`src/rtl/pdm_capture_if.sv`:
```
// PCM capture bundle: sample-rate strobe and pad bit in, recovered sample and status pulses out.
interface pdm_capture_if #(
    parameter int BITDEPTH = 14
);
    logic                sample_clock;
    logic                pdm_in;
    logic [BITDEPTH-1:0] pcm;
    logic                pcm_valid;
    logic                window_err;

    modport master (
        output sample_clock,
        output pdm_in,
        input  pcm,
        input  pcm_valid,
        input  window_err
    );

    modport slave (
        input  sample_clock,
        input  pdm_in,
        output pcm,
        output pcm_valid,
        output window_err
    );
endinterface

```
`src/rtl/pdm_capture.sv`:
```
// Recovers unsigned PCM from a 1-bit pulse-density stream with an order-2 CIC decimator
// (integrators at clk, combs at each sample_clock rising edge).
module pdm_capture #(
    parameter int BITDEPTH    = 14,
    parameter int WINDOW_LOG2 = 8
) (
    input  logic          clk,
    input  logic          rst,
    pdm_capture_if.slave  bus
);
    localparam int IW    = 2 * WINDOW_LOG2 + 1;
    localparam int CW    = WINDOW_LOG2 + 1;
    localparam int SHIFT = 2 * WINDOW_LOG2 - BITDEPTH;

    localparam logic [CW-1:0] WIN_R   = CW'(1) << WINDOW_LOG2;
    localparam logic [IW-1:0] PCM_MAX = IW'((1 << BITDEPTH) - 1);

    typedef enum logic [1:0] {
        ST_FIRST,
        ST_PRIME0,
        ST_PRIME1,
        ST_RUN
    } state_t;

    state_t state_q, state_d;

    logic [1:0]          sync_q;
    logic                sc_q;
    logic [CW-1:0]       wcnt_q, wcnt_d;
    logic [IW-1:0]       i1_q, i2_q;
    logic [IW-1:0]       xd_q, c1d_q;
    logic [IW-1:0]       c1, c2, y;
    logic [BITDEPTH-1:0] pcm_q, pcm_d, scaled;
    logic                valid_q, valid_d;
    logic                err_q, err_d;
    logic                edge_det;
    logic                win_ok;

    assign edge_det = bus.sample_clock & ~sc_q;
    // A saturated counter can never equal R, so edge+saturation falls out as an error.
    assign win_ok   = (wcnt_q == WIN_R);

    assign c1     = i2_q - xd_q;
    assign c2     = c1 - c1d_q;
    assign y      = c2 >> SHIFT;
    assign scaled = (y > PCM_MAX) ? '1 : y[BITDEPTH-1:0];

    always_comb begin
        wcnt_d = wcnt_q;
        if (edge_det) begin
            wcnt_d = CW'(1);
        end else if (wcnt_q != '1) begin
            wcnt_d = wcnt_q + CW'(1);
        end
    end

    always_ff @(posedge clk or negedge rst) begin
        if (!rst) begin
            sync_q  <= '0;
            sc_q    <= 1'b0;
            wcnt_q  <= '0;
            i1_q    <= '0;
            i2_q    <= '0;
            xd_q    <= '0;
            c1d_q   <= '0;
            pcm_q   <= '0;
            valid_q <= 1'b0;
            err_q   <= 1'b0;
        end else begin
            sync_q  <= {sync_q[0], bus.pdm_in};
            sc_q    <= bus.sample_clock;
            wcnt_q  <= wcnt_d;
            i1_q    <= i1_q + {{(IW-1){1'b0}}, sync_q[1]};
            i2_q    <= i2_q + i1_q;
            if (edge_det) begin
                xd_q  <= i2_q;
                c1d_q <= c1;
            end
            pcm_q   <= pcm_d;
            valid_q <= valid_d;
            err_q   <= err_d;
        end
    end

    always_ff @(posedge clk or negedge rst) begin
        if (!rst) begin
            state_q <= ST_FIRST;
        end else begin
            state_q <= state_d;
        end
    end

    always_comb begin
        state_d = state_q;
        if (edge_det) begin
            if (state_q == ST_FIRST || !win_ok) begin
                state_d = ST_PRIME0;
            end else begin
                case (state_q)
                    ST_PRIME0: state_d = ST_PRIME1;
                    ST_PRIME1: state_d = ST_RUN;
                    default:   state_d = ST_RUN;
                endcase
            end
        end
    end

    always_comb begin
        pcm_d   = pcm_q;
        valid_d = 1'b0;
        err_d   = 1'b0;
        if (edge_det && state_q != ST_FIRST) begin
            if (!win_ok) begin
                err_d = 1'b1;
            end else if (state_q == ST_RUN) begin
                valid_d = 1'b1;
                pcm_d   = scaled;
            end
        end
    end

    assign bus.pcm        = pcm_q;
    assign bus.pcm_valid  = valid_q;
    assign bus.window_err = err_q;
endmodule
```
`src/flat_wrapper.sv`:
```
// flat-port wrapper written by rule: the top's interface ports become plain ports
module pdm_capture_flat 
#(
    parameter int BITDEPTH    = 14,
    parameter int WINDOW_LOG2 = 8
)
  (clk, rst, bus_sample_clock, bus_pdm_in, bus_pcm, bus_pcm_valid, bus_window_err);
  pdm_capture_if #(.BITDEPTH(BITDEPTH)) bus_i ();
  input  logic clk;
  input  logic rst;
  input wire logic [$bits(bus_i.sample_clock)-1:0] bus_sample_clock;
  input wire logic [$bits(bus_i.pdm_in)-1:0] bus_pdm_in;
  output wire logic [$bits(bus_i.pcm)-1:0] bus_pcm;
  output wire logic [$bits(bus_i.pcm_valid)-1:0] bus_pcm_valid;
  output wire logic [$bits(bus_i.window_err)-1:0] bus_window_err;
  assign bus_i.sample_clock = bus_sample_clock;
  assign bus_i.pdm_in = bus_pdm_in;
  assign bus_pcm = bus_i.pcm;
  assign bus_pcm_valid = bus_i.pcm_valid;
  assign bus_window_err = bus_i.window_err;
  pdm_capture #(.BITDEPTH(BITDEPTH), .WINDOW_LOG2(WINDOW_LOG2)) u_core (.clk(clk), .rst(rst), .bus(bus_i));
endmodule
```
`config.mk`:
```
export PLATFORM = sky130hd
export DESIGN_NAME = pdm_capture_flat
export DESIGN_NICKNAME = d
export VERILOG_FILES = /design/src/rtl/pdm_capture_if.sv /design/src/rtl/pdm_capture.sv /design/src/flat_wrapper.sv
export SDC_FILE = /design/constraint.sdc
export NUM_CORES = 1
export LEC_CHECK = 0
export BUFFER_PORTS_ARGS = -buffer_cell sky130_fd_sc_hd__buf_2
export CAP_MARGIN = 20
export CORE_UTILIZATION = 50
export CTS_CLUSTER_SIZE = 30
export DETAILED_ROUTE_END_ITERATION = 8
export PLACE_DENSITY_LB_ADDON = 0.3
export SETUP_SLACK_MARGIN = 0.1
export SKIP_CTS_REPAIR_TIMING = 1
export SLEW_MARGIN = 10
export SYNTH_ARGS = -nofsm -noshare
export SYNTH_HDL_FRONTEND = slang
export SYNTH_SLANG_ARGS = --single-unit
```
`constraint.sdc`:
```
create_clock -name clk -period 5.3 [get_ports clk]
set_clock_uncertainty 0.2 [all_clocks]
set_input_delay 1.59 -clock clk [delete_from_list [all_inputs] [get_ports clk]]
set_output_delay 1.59 -clock clk [all_outputs]
set_load 0.03 [all_outputs]
```
==> results.sh, run 1 <==
export IMPL_rsz0062_at_grt="false"
export IMPL_ys_ff_latch=98
export IMPL_core_area_mm2=0.01098
export IMPL_period_minus_slack_ps=4731
export IMPL_globalplace_congestion=0.8528
export IMPL_max_freq_mhz=211.4
export IMPL_drv_slew=0
export IMPL_synth_avg_cell_area_um2=9.479
export IMPL_antenna_found_initial=0
export IMPL_holdPathEnd="u_core.sync_q[1]$_DFF_PN0_"
export IMPL_ios=20
export IMPL_wirelength_um=10020
export IMPL_ff2ff_setup_slack_ps=570
export IMPL_cts_buffers_inserted=9
export IMPL_hold_slack_ps=153.9
export IMPL_syn2layout_area_growth_pct=10.45
export IMPL_finalHoldViolations=0
export IMPL_rr_worst_depth=20
export IMPL_outcome="completed"
export IMPL_postSynthCellCount=601
export IMPL_layout_commonest_cell="dfrtp_1"
export IMPL_dpl_cell_area_mm2=0.005936
export IMPL_drt_iter0_drc=231
export IMPL_io_buffers=19
export IMPL_syn_area_mm2=0.005697
export IMPL_synthArstFlopShare=1.000
export IMPL_clkLatencyLatePin_ps=350
export IMPL_drc=0
export IMPL_hold_class="reg2reg"
export IMPL_clockBufferDepth=2
export IMPL_setup_violations=0
export IMPL_synth_edf_count=0
export IMPL_crit_path_max_fanout=14
export IMPL_diodes=0
export IMPL_grt_pass1_wl_um=17770
export IMPL_final_setup_tns_ps=0
export IMPL_r2r_start="u_core.i2_q[0]$_DFF_PN0_"
export IMPL_yosys_warnings=0
export IMPL_drive_above_1_share=0.07840
export IMPL_cp_data_required_time_ps=5280
export IMPL_dp_hpwl_um=7503
export IMPL_seq_area_frac_synth=0.4305
export IMPL_worst_ep_arrival_time_ps=4710
export IMPL_via_count=4120
export IMPL_hold_start="u_core.sync_q[0]$_DFF_PN0_"
export IMPL_vias_per_cell=5.386
export IMPL_drtAntennaViolNets=0
export IMPL_final_area_mm2=0.006292
export IMPL_num_nets_final=678
export IMPL_worstSetupStartpointType="flop"
export IMPL_start_util=0.5187
export IMPL_clock_sinks=98
export IMPL_path_class="reg2reg"
export IMPL_clock_root_buffer="clkbuf_16"
export IMPL_period_share=0.8927
export IMPL_maxCapViolations=0
export IMPL_yosysUniqueCellTypes=53
export IMPL_maxSlewHeadroom=0.4151
export IMPL_first_pass_iters=4
export IMPL_row_count=38
export IMPL_final_cell_mix="dfrtp_1, inv_1, nand2_1"
export IMPL_grt_pass1_vias=4128
export IMPL_grtUsageTotal=0.1905
export IMPL_grt_max_degree=72
export IMPL_dieArea_mm2=0.01182
export IMPL_crit_path_end_kind="flop"
export IMPL_wl_per_cell_um=13.09
export IMPL_cts_htree_levels=3
export IMPL_syn_nets=659
export IMPL_fp_dieH_um=108.7
export IMPL_rr_endpoint="u_core.bus.pcm[10]$_DFFE_PN0P_"
export IMPL_final_fill_count=897
export IMPL_min_path_cells=0
export IMPL_gr_total_overflow=0
export IMPL_dieWidth_um=108.7
export IMPL_tightest_slew_ps=877.3
export IMPL_clkTransAtPathRegs_ps=70
export IMPL_synth_ff_type="dfrtp_1"
export IMPL_cts_tree="done"
## critical path, stage by stage, from the launching register on
cell and delay, ps:
dfrtp_1 380, inv_1 70, ha_1 160, inv_1 50
fa_1 400, a21oi_1 160, nor2_1 70, a311o_1 380
o31a_1 310, a41oi_2 260, a21o_1 170, nor2b_1 160
xnor2_1 100, ha_1 230, a21o_1 170, a21oi_1 200
a21boi_0 130, a211oi_1 270, xnor2_1 190, xnor2_4 370
a31oi_1 150
## registers in the layout (all words and copies together) (netlist names)
signal and flops:
u_core.bus.pcm 14, u_core.bus.pcm_valid 1, u_core.bus.window_err 1, u_core.c1d_q 17, u_core.i1_q 17, u_core.i2_q 17
u_core.sc_q 1, u_core.state_q 2, u_core.sync_q 2, u_core.wcnt_q 9, u_core.xd_q 17
## cell type report
| cell class | count | area (um^2) | area share |
|---|---|---|---|
| multi-input combinational | 436 | 3010 | 0.4784 |
| sequential | 98 | 2452 | 0.3897 |
| clock buffer | 11 | 252.7 | 0.04017 |
| inverter | 54 | 202.7 | 0.03221 |
| tap | 140 | 175.2 | 0.02784 |
| timing repair buffer | 21 | 112.6 | 0.01790 |
| clock inverter | 5 | 86.33 | 0.01372 |
## stage by stage
| stage | cells | setup slack, ps | utilization |
|---|---|---|---|
| 6_report | 765 | 568.5 | 0.5729 |
| 5_1_grt | 765 | 161.7 | 0.5729 |
| 4_1_cts | 765 | 461.6 | 0.5713 |
| 3_5_place_dp | 749 | 491.0 | 0.5404 |
| 3_3_place_gp | 749 | 709.2 | 0.5404 |
| 2_1_floorplan | 601 | 1100 | - |
## synth_stat cells (all sizes together), types with 2 or more instances
master    n  area, um^2
a211o     2       17.52
a211oi    3       22.52
a21boi    2       15.01
a21o     13       97.59
a21oi    31       155.2
a311oi    2       17.52
a31oi    18       112.6
and2      4       25.02
and3      8       50.05
buf       2       15.01
clkbuf   11       41.29
dfrtp    98        2452
fa        2       40.04
ha       52       650.6
inv      54       202.7
mux2      3       33.78
mux2i     2       20.02
nand2    54       202.7
nand2b    5       31.28
nand3    16       80.08
nand4     7       43.79
nand4b    2       17.52
nor2     53       198.9
nor2b     9       56.30
nor3      7       35.03
nor3b     2       15.01
o2111ai   2       17.52
o211ai    2       15.01
o21a      4       30.03
o21ai    45       225.2
o21bai    3       22.52
o31a      2       17.52
o31ai     2       15.01
or2       3       18.77
or3       2       12.51
xnor2    39       349.1
xor2     22       192.7
## worst max-delay path by stage
stage	from	endpoint	slack [ps]	cells past startpoint
2_1_floorplan	u_core.i2_q[0]$_DFF_PN0_	u_core.bus.pcm[10]$_DFFE_PN0P_	1100	21
3_3_place_gp	u_core.i2_q[1]$_DFF_PN0_	u_core.bus.pcm[13]$_DFFE_PN0P_	710	18
3_5_place_dp	u_core.i2_q[1]$_DFF_PN0_	u_core.bus.pcm[10]$_DFFE_PN0P_	490	18
4_1_cts	u_core.i2_q[1]$_DFF_PN0_	u_core.bus.pcm[10]$_DFFE_PN0P_	460	18
5_1_grt	u_core.xd_q[1]$_DFFE_PN0P_	u_core.bus.pcm[0]$_DFFE_PN0P_	160	19
6_report	u_core.i2_q[0]$_DFF_PN0_	u_core.bus.pcm[10]$_DFFE_PN0P_	570	20
## logic make-up after synthesis
logic type | after synthesis | synth area share
adders and majority gates | 54 | 0.1212
AOI/OAI and AO/OA | 140 | 0.1540
buffers and inverters | 67 | 0.04546
muxes | 5 | 0.009444
DFF | 98 | 0.4305
xor gates and xnor gates | 61 | 0.09510
and+or+nand+nor | 176 | 0.1443
## routing by layer
metal / track usage / wire length (um) / up-vias
met3: 0.03825 / 243 / 16
li1: - / - / 2106
met1: 0.2388 / 4970 / 1949
met5: 0 / 0 / -
met2: 0.3223 / 4617 / 49
met4: 0.07432 / 185 / 0
Power of run 1 is not shown: default switching activity piles up to over one toggle a cycle in this logic, so the estimate is an artifact.
==> inputs of run 2 (changes only) <==
- PLACE_DENSITY_LB_ADDON: 0.3 -> 0.1
==> run 2 against run 1 <==
Compared with the run above: fmax rose by 2.0%; cell area down 0.42%; routed wire length rose by 0.88%; flip-flop and latch count did not move; setup slack better by 91 ps; count of clock-buffer cells in the layout up 2; first-iteration DRC count fell by 35%; die area is the same; utilization down 0.24 points; worst hold slack worse by 4.0 ps.
==> results.sh, run 2 (synthesized netlist as in run 1, its figures left out) <==
export IMPL_setup_violations=0
export IMPL_startpoint="u_core.i2_q[0]$_DFF_PN0_"
export IMPL_num_nets_final=679
export IMPL_tightest_slew_ps=836.7
export IMPL_gr_total_overflow=0
export IMPL_drt_iter0_drc=150
export IMPL_grt_pass1_vias=3945
export IMPL_r2r_start="u_core.i2_q[0]$_DFF_PN0_"
export IMPL_outcome="completed"
export IMPL_vias_per_cell=5.247
export IMPL_clkLatencyLatePin_ps=340
export IMPL_final_util=0.5705
export IMPL_diodes=0
export IMPL_hold_class="reg2reg"
export IMPL_via_count=4019
export IMPL_drc=0
export IMPL_fp_dieH_um=108.7
export IMPL_path_class="reg2reg"
export IMPL_min_path_cells=0
export IMPL_worstSetupStartpointType="flop"
export IMPL_clock_sinks=98
export IMPL_syn2layout_area_growth_pct=9.993
export IMPL_ios=20
export IMPL_antenna_found_initial=0
export IMPL_grt_pass1_wl_um=17770
export IMPL_crit_path_max_fanout=14
export IMPL_dieWidth_um=108.7
export IMPL_dpl_cell_area_mm2=0.005936
export IMPL_clkTransAtPathRegs_ps=60
export IMPL_grt_max_degree=80
export IMPL_dieArea_mm2=0.01182
export IMPL_core_area_mm2=0.01098
export IMPL_maxSlewHeadroom=0.4422
export IMPL_clockBufferDepth=2
export IMPL_rr_endpoint="u_core.bus.pcm[10]$_DFFE_PN0P_"
export IMPL_period_share=0.8755
export IMPL_clock_root_buffer="clkbuf_16"
export IMPL_period_minus_slack_ps=4640
export IMPL_row_count=38
export IMPL_cts_tree="done"
export IMPL_grtUsageTotal=0.1901
export IMPL_final_cell_mix="dfrtp_1, inv_1, nand2_1"
export IMPL_dp_hpwl_um=7454
export IMPL_setup_ws_ps=659.6
export IMPL_first_pass_iters=4
export IMPL_maxCapViolations=0
export IMPL_final_setup_tns_ps=0
export IMPL_cp_data_required_time_ps=5270
export IMPL_worst_ep_arrival_time_ps=4620
export IMPL_globalplace_congestion=0.9097
export IMPL_rsz0062_at_grt="false"
export IMPL_drv_slew=0
export IMPL_crit_path_end_kind="flop"
export IMPL_cts_htree_levels=3
export IMPL_start_util=0.5187
export IMPL_layout_commonest_cell="dfrtp_1"
export IMPL_rr_worst_depth=20
export IMPL_io_buffers=19
export IMPL_finalHoldViolations=0
export IMPL_final_area_mm2=0.006266
export IMPL_wl_per_cell_um=13.19
export IMPL_drive_above_1_share=0.07827
export IMPL_drtAntennaViolNets=0
export IMPL_ff2ff_setup_slack_ps=660
export IMPL_max_freq_mhz=215.5
export IMPL_place_ws_ps=523.5
export IMPL_endpoint="u_core.bus.pcm[10]$_DFFE_PN0P_"
export IMPL_cts_buffers_inserted=9
export IMPL_wirelength_um=10100
run 2: changes by cell type in the layout (fill, tap and decap cells not counted), sizes merged:
| cell | previous run | this run |
|---|---|---|
| buf | 21 | 22 |
| bufinv | 2 | 0 |
| clkbuf | 11 | 13 |
| clkinv | 3 | 0 |
| clkinvlp | 0 | 3 |
run 2: cell type report:
| cell class | instances | area [um^2] |
|---|---|---|
| repair buffers | 22 | 132.6 |
| well taps | 140 | 175.2 |
| clock buffers | 13 | 270.3 |
| flip-flops and latches | 98 | 2452 |
| multi-input cells | 436 | 3010 |
| inverters | 54 | 202.7 |
| clock inverters | 3 | 22.52 |
| fillers | 969 | 4717 |
run 2: stage by stage:
stage | cells | hold WS [ps]
finish | 766 | 150.0
global route | 766 | 162.4
CTS | 765 | 152.2
detailed placement | 749 | 137.0
global placement | 749 | 132.8
floorplan | 601 | 131.2
run 2: worst min-delay path by stage:
stage | startpoint | endpoint | slack [ps]
CTS | u_core.sync_q[0]$_DFF_PN0_ | u_core.sync_q[1]$_DFF_PN0_ | 150
global placement | u_core.sync_q[0]$_DFF_PN0_ | u_core.sync_q[1]$_DFF_PN0_ | 130
detailed placement | u_core.sync_q[0]$_DFF_PN0_ | u_core.sync_q[1]$_DFF_PN0_ | 140
floorplan | u_core.sync_q[0]$_DFF_PN0_ | u_core.sync_q[1]$_DFF_PN0_ | 130
global route | u_core.sync_q[0]$_DFF_PN0_ | u_core.sync_q[1]$_DFF_PN0_ | 160
finish | u_core.sync_q[0]$_DFF_PN0_ | u_core.sync_q[1]$_DFF_PN0_ | 150
run 2: critical path, cell delays in order, from the launching register on:
cell and delay (ps):
dfrtp_1 400, inv_1 80, ha_1 170, inv_1 60, fa_1 400, a21oi_1 160, nor2_1 70, a311o_1 380
o31a_1 300, a41oi_2 230, a21o_1 170, nor2b_1 160, xnor2_1 90, ha_1 220, a21o_1 160, a21oi_1 170
a21boi_0 110, a211oi_1 270, xnor2_1 190, xnor2_4 350, a31oi_1 140
run 2: per-layer routing:
metal	GRT usage	vias to the layer above	wire, um
met5	0	-	0
met4	0.07239	0	132
met3	0.02510	11	170
met2	0.3210	32	4676
met1	0.2477	1855	5125
li1	-	2121	-
Power of run 2 is left out for the same reason.
==> inputs of run 3 (changes only) <==
- CORE_ASPECT_RATIO: unset -> 1.2
==> run 3 against run 2 <==
Compared with the run above: non-clock buffer count stayed put; cell area down 0.20%; final cell count is 1.8% higher; global-route usage shrank 0.31 points; largest cell class unchanged; worst hold slack got worse by 1.8 ps; routed wire length fell by 1.9%; flip-flop and latch count unchanged; highest routed layer unchanged; register-to-register slack worse by 50 ps; utilization fell by 0.65 points.
==> results.sh, run 3 (synthesized netlist as in run 1, its figures left out) <==
export IMPL_cts_tree="done"
export IMPL_drtAntennaViolNets=0
export IMPL_diodes=0
export IMPL_dieArea_mm2=0.01183
export IMPL_grt_pass1_wl_um=17790
export IMPL_layout_commonest_cell="dfrtp_1"
export IMPL_core_area_mm2=0.01109
export IMPL_drv_slew=0
export IMPL_rsz0062_at_grt="false"
export IMPL_first_pass_iters=4
export IMPL_clkLatencyLatePin_ps=340
export IMPL_drc=0
export IMPL_globalplace_congestion=0.8726
export IMPL_final_cell_mix="dfrtp_1, inv_1, nand2_1"
export IMPL_finalHoldViolations=0
export IMPL_wirelength_um=9916
export IMPL_drt_iter0_drc=123
export IMPL_wl_per_cell_um=12.71
export IMPL_crit_path_max_fanout=14
export IMPL_hold_class="reg2reg"
export IMPL_dp_hpwl_um=7379
export IMPL_worstSetupStartpointType="flop"
export IMPL_grt_pass1_vias=4024
export IMPL_row_count=42
export IMPL_worst_ep_arrival_time_ps=4670
export IMPL_maxSlewHeadroom=0.3992
export IMPL_hold_start="u_core.sync_q[0]$_DFF_PN0_"
export IMPL_drive_above_1_share=0.07827
export IMPL_tightest_slew_ps=901.3
export IMPL_outcome="completed"
export IMPL_cts_htree_levels=3
export IMPL_path_class="reg2reg"
export IMPL_setup_violations=0
export IMPL_period_minus_slack_ps=4694
export IMPL_clkTransAtPathRegs_ps=70
export IMPL_final_setup_tns_ps=0
export IMPL_via_count=4102
export IMPL_grt_max_degree=73
export IMPL_ios=20
export IMPL_grtUsageTotal=0.1871
export IMPL_cp_data_required_time_ps=5270
export IMPL_clock_sinks=98
export IMPL_crit_path_end_kind="flop"
export IMPL_clock_root_buffer="clkbuf_16"
export IMPL_max_freq_mhz=213.0
export IMPL_dieWidth_um=99.44
export IMPL_clockBufferDepth=2
export IMPL_antenna_found_initial=0
export IMPL_final_fill_count=1006
export IMPL_io_buffers=19
export IMPL_vias_per_cell=5.259
export IMPL_r2r_start="u_core.i2_q[1]$_DFF_PN0_"
export IMPL_gr_total_overflow=0
export IMPL_startpoint="u_core.i2_q[1]$_DFF_PN0_"
export IMPL_start_util=0.5138
export IMPL_num_nets_final=679
export IMPL_maxCapViolations=0
export IMPL_fp_dieH_um=118.9
export IMPL_period_share=0.8857
export IMPL_syn2layout_area_growth_pct=9.774
export IMPL_cts_buffers_inserted=9
-- run 3: changes by cell type in the layout (fill, tap and decap cells not counted), sizes merged --
cell and change:
clkinvlp -1, clkinv +4, clkbuf -3
-- run 3: layout make-up --
cell class | instances | area (um^2) | share of cell area
Timing Repair Buffer | 22 | 120.1 | 0.01921
Inverter | 54 | 202.7 | 0.03241
Multi-Input combinational cell | 436 | 3004 | 0.4804
Sequential cell | 98 | 2452 | 0.3922
Tap cell | 154 | 192.7 | 0.03081
Clock buffer | 10 | 239.0 | 0.03822
Clock inverter | 6 | 42.54 | 0.006803
-- run 3: path summary, 6_finish.rpt --
kind                                                       to  slack, ps  cells past startpoint
min in group asynchronous       u_core.bus.pcm[1]$_DFFE_PN0P_       1170                      1
worst max-delay path            u_core.bus.pcm[7]$_DFFE_PN0P_        610                     19
worst max register to register  u_core.bus.pcm[7]$_DFFE_PN0P_        610                     19
worst min register to register     u_core.sync_q[1]$_DFF_PN0_        150                      0
worst min-delay path               u_core.sync_q[1]$_DFF_PN0_        150                      0
max in group asynchronous         u_core.xd_q[16]$_DFFE_PN0P_       2830                      2
-- run 3: through the flow --
step	instance area (um^2)	cells	setup slack [ps]	hold WS, ps	util
after floorplan	5697	601	1100	131.2	-
after global placement	5961	764	699.4	133.6	0.5376
after detailed placement	5961	764	540.5	135.6	0.5376
after CTS	6242	780	520.1	151.4	0.5630
after global routing	6254	780	147.1	155.0	0.5640
final	6254	780	605.5	148.1	0.5640
-- run 3: worst max-delay path, cell delays in order (launching register included) --
cell,delay (ps)
dfrtp_1,450
ha_1,290
nor2b_1,120
o21ai_0,220
a21oi_1,120
o21ai_0,210
a21oi_1,140
o2111ai_1,210
buf_4,170
nand4b_1,130
a31oi_1,250
xnor2_1,160
ha_1,330
a21o_1,210
a21oi_1,190
a21boi_0,140
a211oi_1,280
xnor2_1,190
xnor2_4,360
a31oi_1,150
-- run 3: layer usage --
| layer | vias up | GRT usage | wire length (um) |
|---|---|---|---|
| met5 | - | 0 | 0 |
| met4 | 0 | 0.09559 | 296 |
| met2 | 48 | 0.3212 | 4738 |
| li1 | 2118 | - | - |
| met1 | 1920 | 0.2299 | 4709 |
| met3 | 16 | 0.02289 | 172 |
Power of run 3 is left out for the same reason.
